## config.mk

```make
export PLATFORM = sky130hd
export DESIGN_NAME = keypad_scanner
export DESIGN_NICKNAME = d
export VERILOG_FILES = /design/src/rtl/keypad_pkg.sv /design/src/rtl/sync_2ff.sv /design/src/rtl/keypad_scanner.sv
export SDC_FILE = /design/constraint.sdc
export NUM_CORES = 1
export LEC_CHECK = 0
export CORE_AREA = 2 2 90 92
export CTS_CLUSTER_DIAMETER = 40
export CTS_CLUSTER_SIZE = 40
export DETAILED_ROUTE_END_ITERATION = 6
export DIE_AREA = 0 0 92 94
export PLACE_DENSITY = 0.71
export SKIP_CTS_REPAIR_TIMING = 1
export SYNTH_ARGS = -nofsm -noshare
export SYNTH_HDL_FRONTEND = slang
export SYNTH_SLANG_ARGS = --single-unit
```

## constraint.sdc

```tcl
create_clock -name Clock -period 4.1 [get_ports Clock]
set_input_delay 0.615 -clock Clock [delete_from_list [all_inputs] [get_ports Clock]]
set_output_delay 0.615 -clock Clock [all_outputs]
set_load 0.005 [all_outputs]
```

## src/rtl/keypad_pkg.sv

```systemverilog
// rtl/keypad_pkg.sv - shared types, constants and key-code helper for the keypad scanner
package keypad_pkg;

    localparam int unsigned KP_N = 4;
    localparam logic [5:0] KEY_NONE = 6'd0;

    typedef enum logic [1:0] {
        ST_IDLE,
        ST_CAND,
        ST_PRESSED,
        ST_RELEASING
    } kp_state_e;

    // Key code is col*4 + row + 1, so 0 stays free to mean "no key".
    function automatic logic [5:0] key_code(input logic [1:0] col, input logic [1:0] row);
        return {2'b00, col, row} + 6'd1;
    endfunction

endpackage

```

## src/rtl/sync_2ff.sv

```systemverilog
// rtl/sync_2ff.sv - two-flop synchronizer, resets to all ones (idle level of pulled-up lines)
module sync_2ff #(
    parameter int unsigned WIDTH = 4
) (
    input  logic             clk_i,
    input  logic             rst_ni,
    input  logic [WIDTH-1:0] d_i,
    output logic [WIDTH-1:0] q_o
);

    logic [WIDTH-1:0] meta_q;
    logic [WIDTH-1:0] sync_q;

    // Two-stage capture of the asynchronous input.
    always_ff @(posedge clk_i or negedge rst_ni) begin
        if (!rst_ni) begin
            meta_q <= '1;
            sync_q <= '1;
        end else begin
            meta_q <= d_i;
            sync_q <= meta_q;
        end
    end

    assign q_o = sync_q;

endmodule

```

## src/rtl/keypad_scanner.sv

```systemverilog
// rtl/keypad_scanner.sv - 4x4 matrix keypad scanner with ghost rejection and press/release debounce
module keypad_scanner
    import keypad_pkg::*;
#(
    parameter int unsigned SCAN_DIV       = 1000,
    parameter int unsigned DEBOUNCE_SCANS = 4
) (
    input  logic       Clock,
    input  logic       Reset_n,
    output logic [3:0] Kp_Col_O,
    input  logic [3:0] Kp_Row_I,
    output logic [5:0] Keyb_Value,
    output logic       Key_Strobe
);

    localparam logic [15:0] SLOT_LAST = 16'(SCAN_DIV - 1);
    localparam logic [3:0]  DEB       = 4'(DEBOUNCE_SCANS);

    logic [3:0]  row_sync;

    logic [15:0] slot_q, slot_d;
    logic [1:0]  col_idx_q, col_idx_d;
    logic [3:0]  col_q, col_d;
    logic [1:0]  hits_q, hits_d;
    logic [5:0]  acc_code_q, acc_code_d;

    kp_state_e   state_q, state_d;
    logic [5:0]  cand_q, cand_d;
    logic [3:0]  cnt_q, cnt_d;
    logic [5:0]  value_q, value_d;
    logic        strobe_q, strobe_d;

    logic        slot_end;
    logic        scan_end;
    logic [1:0]  hits_merged;
    logic [5:0]  code_merged;
    logic [5:0]  result;
    logic [3:0]  cnt_inc;

    sync_2ff #(
        .WIDTH (KP_N)
    ) u_row_sync (
        .clk_i  (Clock),
        .rst_ni (Reset_n),
        .d_i    (Kp_Row_I),
        .q_o    (row_sync)
    );

    // Slot timing, column stepping and per-scan accumulation of low rows.
    always_comb begin
        slot_end    = (slot_q == SLOT_LAST);
        scan_end    = slot_end && (col_idx_q == 2'd3);
        hits_merged = hits_q;
        code_merged = acc_code_q;
        for (int r = 0; r < 4; r++) begin
            if (!row_sync[r]) begin
                if (hits_merged != 2'd2) begin
                    hits_merged = hits_merged + 2'd1;
                end
                code_merged = key_code(col_idx_q, 2'(r));
            end
        end
        // Exactly one closed contact per scan; none or several both read as no key.
        result = (hits_merged == 2'd1) ? code_merged : KEY_NONE;

        slot_d     = slot_end ? 16'd0 : slot_q + 16'd1;
        col_idx_d  = slot_end ? col_idx_q + 2'd1 : col_idx_q;
        col_d      = ~(4'b0001 << col_idx_d);
        hits_d     = hits_q;
        acc_code_d = acc_code_q;
        if (slot_end) begin
            if (scan_end) begin
                hits_d     = 2'd0;
                acc_code_d = KEY_NONE;
            end else begin
                hits_d     = hits_merged;
                acc_code_d = code_merged;
            end
        end
    end

    // Scan datapath registers; the column drive is a flop so rows never reach it combinationally.
    always_ff @(posedge Clock or negedge Reset_n) begin
        if (!Reset_n) begin
            slot_q     <= 16'd0;
            col_idx_q  <= 2'd0;
            col_q      <= 4'b1110;
            hits_q     <= 2'd0;
            acc_code_q <= KEY_NONE;
        end else begin
            slot_q     <= slot_d;
            col_idx_q  <= col_idx_d;
            col_q      <= col_d;
            hits_q     <= hits_d;
            acc_code_q <= acc_code_d;
        end
    end

    // Debounce FSM, advanced only once per completed scan.
    always_comb begin
        state_d  = state_q;
        cand_d   = cand_q;
        cnt_d    = cnt_q;
        value_d  = value_q;
        strobe_d = 1'b0;
        cnt_inc  = (cnt_q == 4'hF) ? cnt_q : cnt_q + 4'd1;
        if (scan_end) begin
            case (state_q)
                ST_IDLE: begin
                    if (result != KEY_NONE) begin
                        cand_d = result;
                        cnt_d  = 4'd1;
                        if (DEB == 4'd1) begin
                            state_d  = ST_PRESSED;
                            value_d  = result;
                            strobe_d = 1'b1;
                        end else begin
                            state_d = ST_CAND;
                        end
                    end
                end
                ST_CAND: begin
                    if (result == KEY_NONE) begin
                        state_d = ST_IDLE;
                        cnt_d   = 4'd0;
                    end else if (result == cand_q) begin
                        cnt_d = cnt_inc;
                        if (cnt_inc >= DEB) begin
                            state_d  = ST_PRESSED;
                            value_d  = cand_q;
                            strobe_d = 1'b1;
                        end
                    end else begin
                        cand_d = result;
                        cnt_d  = 4'd1;
                    end
                end
                ST_PRESSED: begin
                    if (result != value_q) begin
                        cnt_d = 4'd1;
                        if (DEB == 4'd1) begin
                            state_d = ST_IDLE;
                            value_d = KEY_NONE;
                        end else begin
                            state_d = ST_RELEASING;
                        end
                    end
                end
                ST_RELEASING: begin
                    if (result == value_q) begin
                        state_d = ST_PRESSED;
                    end else begin
                        cnt_d = cnt_inc;
                        if (cnt_inc >= DEB) begin
                            state_d = ST_IDLE;
                            value_d = KEY_NONE;
                        end
                    end
                end
                default: state_d = ST_IDLE;
            endcase
        end
    end

    // Debounce state registers.
    always_ff @(posedge Clock or negedge Reset_n) begin
        if (!Reset_n) begin
            state_q  <= ST_IDLE;
            cand_q   <= KEY_NONE;
            cnt_q    <= 4'd0;
            value_q  <= KEY_NONE;
            strobe_q <= 1'b0;
        end else begin
            state_q  <= state_d;
            cand_q   <= cand_d;
            cnt_q    <= cnt_d;
            value_q  <= value_d;
            strobe_q <= strobe_d;
        end
    end

    assign Kp_Col_O   = col_q;
    assign Keyb_Value = value_q;
    assign Key_Strobe = strobe_q;

endmodule
```

---- After elaboration in Yosys (flattened, before gate mapping) ----
Cells that the tools add are included.
cells by class
  add/subtract/negate cells ............... 11
  $mul .................................... 0
  div/mod/pow operators ................... 0
  magnitude comparators ................... 1
  equal/unequal tests ..................... 25
  shift operators ......................... 1
  mux-type cells .......................... 47
  bitwise operators ....................... 1
  reduce and logical (&&, ||, !) cells .... 10
operators by type and width
  operator                                                            count
  6-bit 2-to-1 mux                                                    14
  2-bit 2-to-1 mux                                                    17
  4-bit 2-to-1 mux                                                    6
  2-bit != test (second input constant)                               12
  6-bit one-hot mux with 2 select lines                               2
  4-bit by 1-bit adder with 5-bit output (second input constant)      4
  16-bit by 1-bit adder with 16-bit output (second input constant)    1
  16-bit by 10-bit == test with 1-bit output (second input constant)  1
  16-bit 2-to-1 mux                                                   1
  4-bit one-hot mux with 4 select lines                               1
  6-bit == test                                                       2
  2-bit by 1-bit adder with 2-bit output (second input constant)      5
  3-bit != test (second input constant)                               3
  2-bit one-hot mux with 4 select lines                               1
  7-bit AND reduction                                                 1
  2-bit == test (second input constant)                               3
  6-bit zero test                                                     1
  6-bit != test                                                       1
  6-bit AND reduction                                                 1
  6-bit nonzero test                                                  1
  1-bit 2-to-1 mux                                                    5
  5-bit AND reduction                                                 1
  4-bit by 1-bit adder with 4-bit output (second input constant)      1
  2-bit by 1-bit == test with 1-bit output (second input constant)    2
  other kinds (8)                                                     9
storage, ports and cells
  register bits ........................... 57
  latch bits .............................. 0
  bits in writable memories ............... 0
  ROM bits ................................ 0
  input port bits ......................... 6
  output and inout port bits .............. 11
  memories kept ........................... 0

---- Depth between registers and ports, before layout ----
Gate-level depths: netlist of run 1.
  depth in word-level cells ............... 19
  mapped depth ............................ 18

---- Hierarchy ----
A second synthesis of run 1 with hierarchy kept.
second synthesis, totals
  cells, all modules ...................... 352
  area total of the unflattened synthesis .. 3291.9 sq um
by module, submodules not included
  module          instances  cells each  area an instance (sq um)
  keypad_scanner  1          344         3081.7
  sync_2ff        1          8           210.2

---- Worst setup path after synthesis of run 1 ----
OpenSTA, ideal clock, no wires.
  path kind ............................... reg2reg
  from .................................... reg hits_q[1]
  to ...................................... reg value_q[3] (netlist: Keyb_Value[3])
  library setup time ...................... 0.127 ns
  data arrival time ....................... 4.177 ns
  data required time ...................... 3.973 ns
  slack ................................... -0.204 ns
  stages on the path, launching flop included .. 19
  cell sequence ........................... dfrtp_1 > inv_1 > ha_1 > nor3_1 > nor2b_1 > a311oi_4 > xor2_4 > inv_4 > ha_1 > or3b_2 > o21ai_0 > a21oi_1 > a211oi_1 > o41a_1 > o211ai_2 > or4_4 > buf_6 > o211ai_1 > o21ai_1
between the ends
  word-level cells in the longest chain between the ends .. 17
  elaborated cells between the ends (all ways) .. 25
RTL lines
  what                                                                     RTL line                                    RTL
  start: declaration                                                       keypad_scanner.sv:24                        logic [1:0] hits_q, hits_d;
  start signal: assignment                                                 keypad_scanner.sv:94                        hits_q <= hits_d;
  2-bit by 1-bit adder with 2-bit output or 2-bit != test (tied branches)  keypad_scanner.sv:58, keypad_scanner.sv:57
  2-bit 2-to-1 mux                                                         keypad_scanner.sv:57                        if (hits_merged != 2'd2) begin
  2-bit 2-to-1 mux *                                                       keypad_scanner.sv:56                        if (!row_sync[r]) begin
  2-bit by 1-bit adder with 2-bit output or 2-bit != test (tied branches)  keypad_scanner.sv:58, keypad_scanner.sv:57
  2-bit 2-to-1 mux                                                         keypad_scanner.sv:57
  2-bit 2-to-1 mux *                                                       keypad_scanner.sv:56
  2-bit by 1-bit adder with 2-bit output or 2-bit != test (tied branches)  keypad_scanner.sv:58, keypad_scanner.sv:57
  2-bit 2-to-1 mux                                                         keypad_scanner.sv:57
  2-bit 2-to-1 mux *                                                       keypad_scanner.sv:56
  2-bit by 1-bit adder with 2-bit output or 2-bit != test (tied branches)  keypad_scanner.sv:58, keypad_scanner.sv:57
  2-bit 2-to-1 mux                                                         keypad_scanner.sv:57
  2-bit 2-to-1 mux *                                                       keypad_scanner.sv:56
  2-bit by 1-bit == test with 1-bit output *                               keypad_scanner.sv:64                        result = (hits_merged == 2'd1) ? code_merged : KEY_NONE;
  6-bit 2-to-1 mux *                                                       keypad_scanner.sv:64
  6-bit == test, or another cell as far along                              keypad_scanner.sv:126                       end else if (result == cand_q) begin
  2-bit != test (no line)                                                  -
  7-bit AND reduction (no line) *                                          -
  end signal: assignment                                                   keypad_scanner.sv:177                       value_q <= value_d;
  end: declaration                                                         keypad_scanner.sv:30                        logic [5:0] value_q, value_d;
Every way passes the cells marked *; elsewhere a longest branch is shown, timed or not.
A chain may end at the register's enable or synchronous reset.

---- Worst setup path in the final report of run 1 ----
  from .................................... reg hits_q[0]
  to ...................................... reg value_q[5] (netlist: Keyb_Value[5])
The elaborated chain is that of the path after synthesis.

==> metrics.txt, run 1 <==
number of enable-type register cells in the synthesized netlist 0; filler-free cell count of the finished design 497; layout net count 402; register area share after synthesis 0.430; peak ir drop on the vdd network 0.233 mV; number of detailed-route iterations in the first pass 5; count of maximum capacitance violations 0; combined area of all synthesized cells 3350 um^2; Layout Skew 0.00625 ns; pin count of the biggest net entering global routing 35; routed length per instance 15.6 um; maximum achievable frequency 252 MHz; share of synthesized flip-flops with an asynchronous set or reset 1.00; Boundary Pins 17; count of endpoints failing setup in the final report 0; number of nets still failing antenna checks after routing 0; buffers from clock root to sink, at most 2; die outline width 92 um; critical path endpoint category flip-flop; number of vias per cell after detailed routing 5.81; CTS tree yes; power per cell area 307 nW/um^2; number of diodes 0; clock insertion delay at the later pin of the skew report 0.33 ns; drt first-iter violations 212; most used flip-flop cell after synthesis sky130_fd_sc_hd__dfrtp_1; total congestion overflow 0; leading cell type in the layout, fill and taps excluded sky130_fd_sc_hd__dfrtp_1; Syn Nets 370; Die Footprint 8650 um^2; startpoint kind of the worst setup timing path flip-flop; data arrival time of the critical path 4.23 ns; global routing usage summed across all routing layers 0.192; via count of the first global-routing pass 2668; clock tree root driver cell sky130_fd_sc_hd__clkbuf_8; final HPWL from detailed placement 5510 um; number of I/O port buffers 16; layout cells sized above 1 0.177; count of unique library cells instantiated by Yosys 70; clock edge transition at the registers on the reported setup and hold paths 0.06 ns; area of the core 7610 um^2; Cells after Synth 358; detailed-route via count 2889; global-route wire length before repair 13100 um; Hold Violations, Final 0; die height 94 um; tightest slew margin relative to the limit 0.428; total clock sinks 57; post-layout minimum cycle time 3.97 ns; total wirelength of the detailed-routed design 7770 um; Layout Area Growth over Synthesis 18.2%; leakage power 1.68 nW; gp weighted congestion 0.991; slew at the pin closest to its max-slew limit 0.849 ns; number of clock buffers inserted by TritonCTS 9; initial antenna violation count 0; Pins Over Slew Limit 0; number of warnings printed during yosys synthesis 0; total power 1.22 mW; run status finished, final reports clean; number of placement rows 32; number of flip-flops and latches in the synthesized netlist 57; Final period util 0.969; top fanout value on the critical path 8; placed cell count 472; DRC Markers 0; mean area per synthesized cell 9.36 um^2; HP Class reg2reg; Initial Utilization 0.441; H-tree lvl count 3; commonest cells after routing, fill and taps aside 45 x sky130_fd_sc_hd__dfrtp_1, 33 x sky130_fd_sc_hd__nand2_1, 26 x sky130_fd_sc_hd__nor2_1, 18 x sky130_fd_sc_hd__buf_4, 17 x sky130_fd_sc_hd__inv_1; required arrival time at the worst endpoint 4.36 ns; Setup CP Type reg2reg
## power breakdown
| part | total (mW) | internal, mW | switching, mW |
|---|---|---|---|
| logic | 0.110 | 0.0429 | 0.0669 |
| clock network | 0.528 | 0.312 | 0.216 |
| registers | 0.577 | 0.570 | 0.00697 |
## path summary, 6_finish.rpt
path	startpoint	endpoint	slack, ns	cells past startpoint
hold / removal	u_row_sync.meta_q[0]	u_row_sync.q_o[0]	0.35	0
hold reg to reg	u_row_sync.meta_q[0]	u_row_sync.q_o[0]	0.35	0
min in group asynchronous	Reset_n	Key_Strobe	0.36	1
setup / recovery	hits_q[0]	Keyb_Value[5]	0.13	16
setup reg to reg	hits_q[0]	Keyb_Value[5]	0.13	16
max in group asynchronous	Reset_n	u_row_sync.q_o[2]	2.87	2
## routing by layer
| layer | up-vias | GRT usage | share of wire |
|---|---|---|---|
| met5 | - | 0 | 0 |
| met4 | 0 | 0.0784 | 0.027 |
| met3 | 20 | 0.0474 | 0.055 |
| met2 | 99 | 0.297 | 0.46 |
| met1 | 1389 | 0.260 | 0.45 |
| li1 | 1381 | - | - |
## flip-flops by register name, summed over array words and instances, names as in the netlist
| name | cells |
|---|---|
| cnt_q | 4 |
| Key_Strobe | 1 |
| cand_q | 6 |
| Kp_Col_O | 4 |
| col_idx_q | 2 |
| Keyb_Value | 6 |
| u_row_sync.q_o | 4 |
| state_q | 2 |
| acc_code_q | 6 |
| hits_q | 2 |
| u_row_sync.meta_q | 4 |
| slot_q | 16 |
## area by class of cell
type	count	area, um^2
clock buffers	13	159
clock inverters	3	40.0
repair buffers	35	302
fillers	708	3650
inverters	21	81.3
flip-flops and latches	57	1440
multi-input cells	266	1810
well taps	102	128
## cell usage after synthesis (4+ instances only)
cell type / count / area [um^2]
sky130_fd_sc_hd__and3_1: 8 / 50.1
sky130_fd_sc_hd__or3_1: 5 / 31.3
sky130_fd_sc_hd__dfrtp_1: 46 / 1150
sky130_fd_sc_hd__nor4_1: 4 / 25.0
sky130_fd_sc_hd__nand2b_1: 5 / 31.3
sky130_fd_sc_hd__nand3b_1: 5 / 37.5
sky130_fd_sc_hd__nor2b_1: 9 / 56.3
sky130_fd_sc_hd__nand2_1: 33 / 124
sky130_fd_sc_hd__a21oi_1: 14 / 70.1
sky130_fd_sc_hd__o21ai_1: 7 / 35.0
sky130_fd_sc_hd__nand3_1: 11 / 55.1
sky130_fd_sc_hd__o21ai_0: 17 / 85.1
sky130_fd_sc_hd__a31oi_1: 7 / 43.8
sky130_fd_sc_hd__nand4_1: 8 / 50.1
sky130_fd_sc_hd__xnor2_1: 10 / 87.6
sky130_fd_sc_hd__xor2_1: 10 / 87.6
sky130_fd_sc_hd__ha_1: 6 / 75.1
sky130_fd_sc_hd__nor2_1: 26 / 97.6
sky130_fd_sc_hd__mux2i_1: 5 / 50.1
sky130_fd_sc_hd__nor3_1: 8 / 40.0
sky130_fd_sc_hd__clkbuf_1: 10 / 37.5
sky130_fd_sc_hd__dfstp_2: 11 / 289
sky130_fd_sc_hd__inv_1: 19 / 71.3
sky130_fd_sc_hd__and2_1: 4 / 25.0
sky130_fd_sc_hd__o211ai_1: 8 / 60.1
## critical path, stage by stage, from the launching register on
cell and delay [ns]:
sky130_fd_sc_hd__dfrtp_1 0.40, sky130_fd_sc_hd__inv_2 0.10, sky130_fd_sc_hd__ha_4 0.23, sky130_fd_sc_hd__nor4bb_1 0.13, sky130_fd_sc_hd__a311o_1 0.32, sky130_fd_sc_hd__o211a_1 0.28
sky130_fd_sc_hd__inv_2 0.12, sky130_fd_sc_hd__ha_2 0.28, sky130_fd_sc_hd__or3b_2 0.46, sky130_fd_sc_hd__o21ai_1 0.13, sky130_fd_sc_hd__a21oi_1 0.05, sky130_fd_sc_hd__a211oi_1 0.19
sky130_fd_sc_hd__o41a_1 0.20, sky130_fd_sc_hd__o211ai_2 0.11, sky130_fd_sc_hd__or4_4 0.62, sky130_fd_sc_hd__buf_4 0.17, sky130_fd_sc_hd__o21ai_1 0.11
## per-stage QoR
step	util	area (um^2)	hold slack (ns)	setup TNS, ns	setup WS (ns)
2_1_floorplan	-	3370	0.319	0	0.0988
3_3_place_gp	0.481	3660	0.346	0	0.185
3_5_place_dp	0.481	3660	0.347	0	0.133
4_1_cts	0.507	3860	0.356	0	0.114
5_1_grt	0.521	3960	0.360	-0.0189	-0.00639
6_report	0.521	3960	0.355	0	0.129
## cell families (layout without fill, tap and decap cells)
kind of cell / Yosys count / count (layout) / synth area share
xor+xnor: 21 / 21 / 0.0605
mux: 5 / 5 / 0.0149
buf+inv: 35 / 72 / 0.0448
compound gates: 91 / 91 / 0.197
simple gates: 143 / 143 / 0.230
flops: 57 / 57 / 0.430
fa+ha+maj: 6 / 6 / 0.0224
No activity file was read; power rests on OpenSTA's default activity.
==> run 2, diff against run 1 <==
- CTS_CLUSTER_SIZE: 40 -> unset
==> results of run 2 <==
The final DEF is identical to that of run 1; final timing and power are the same.
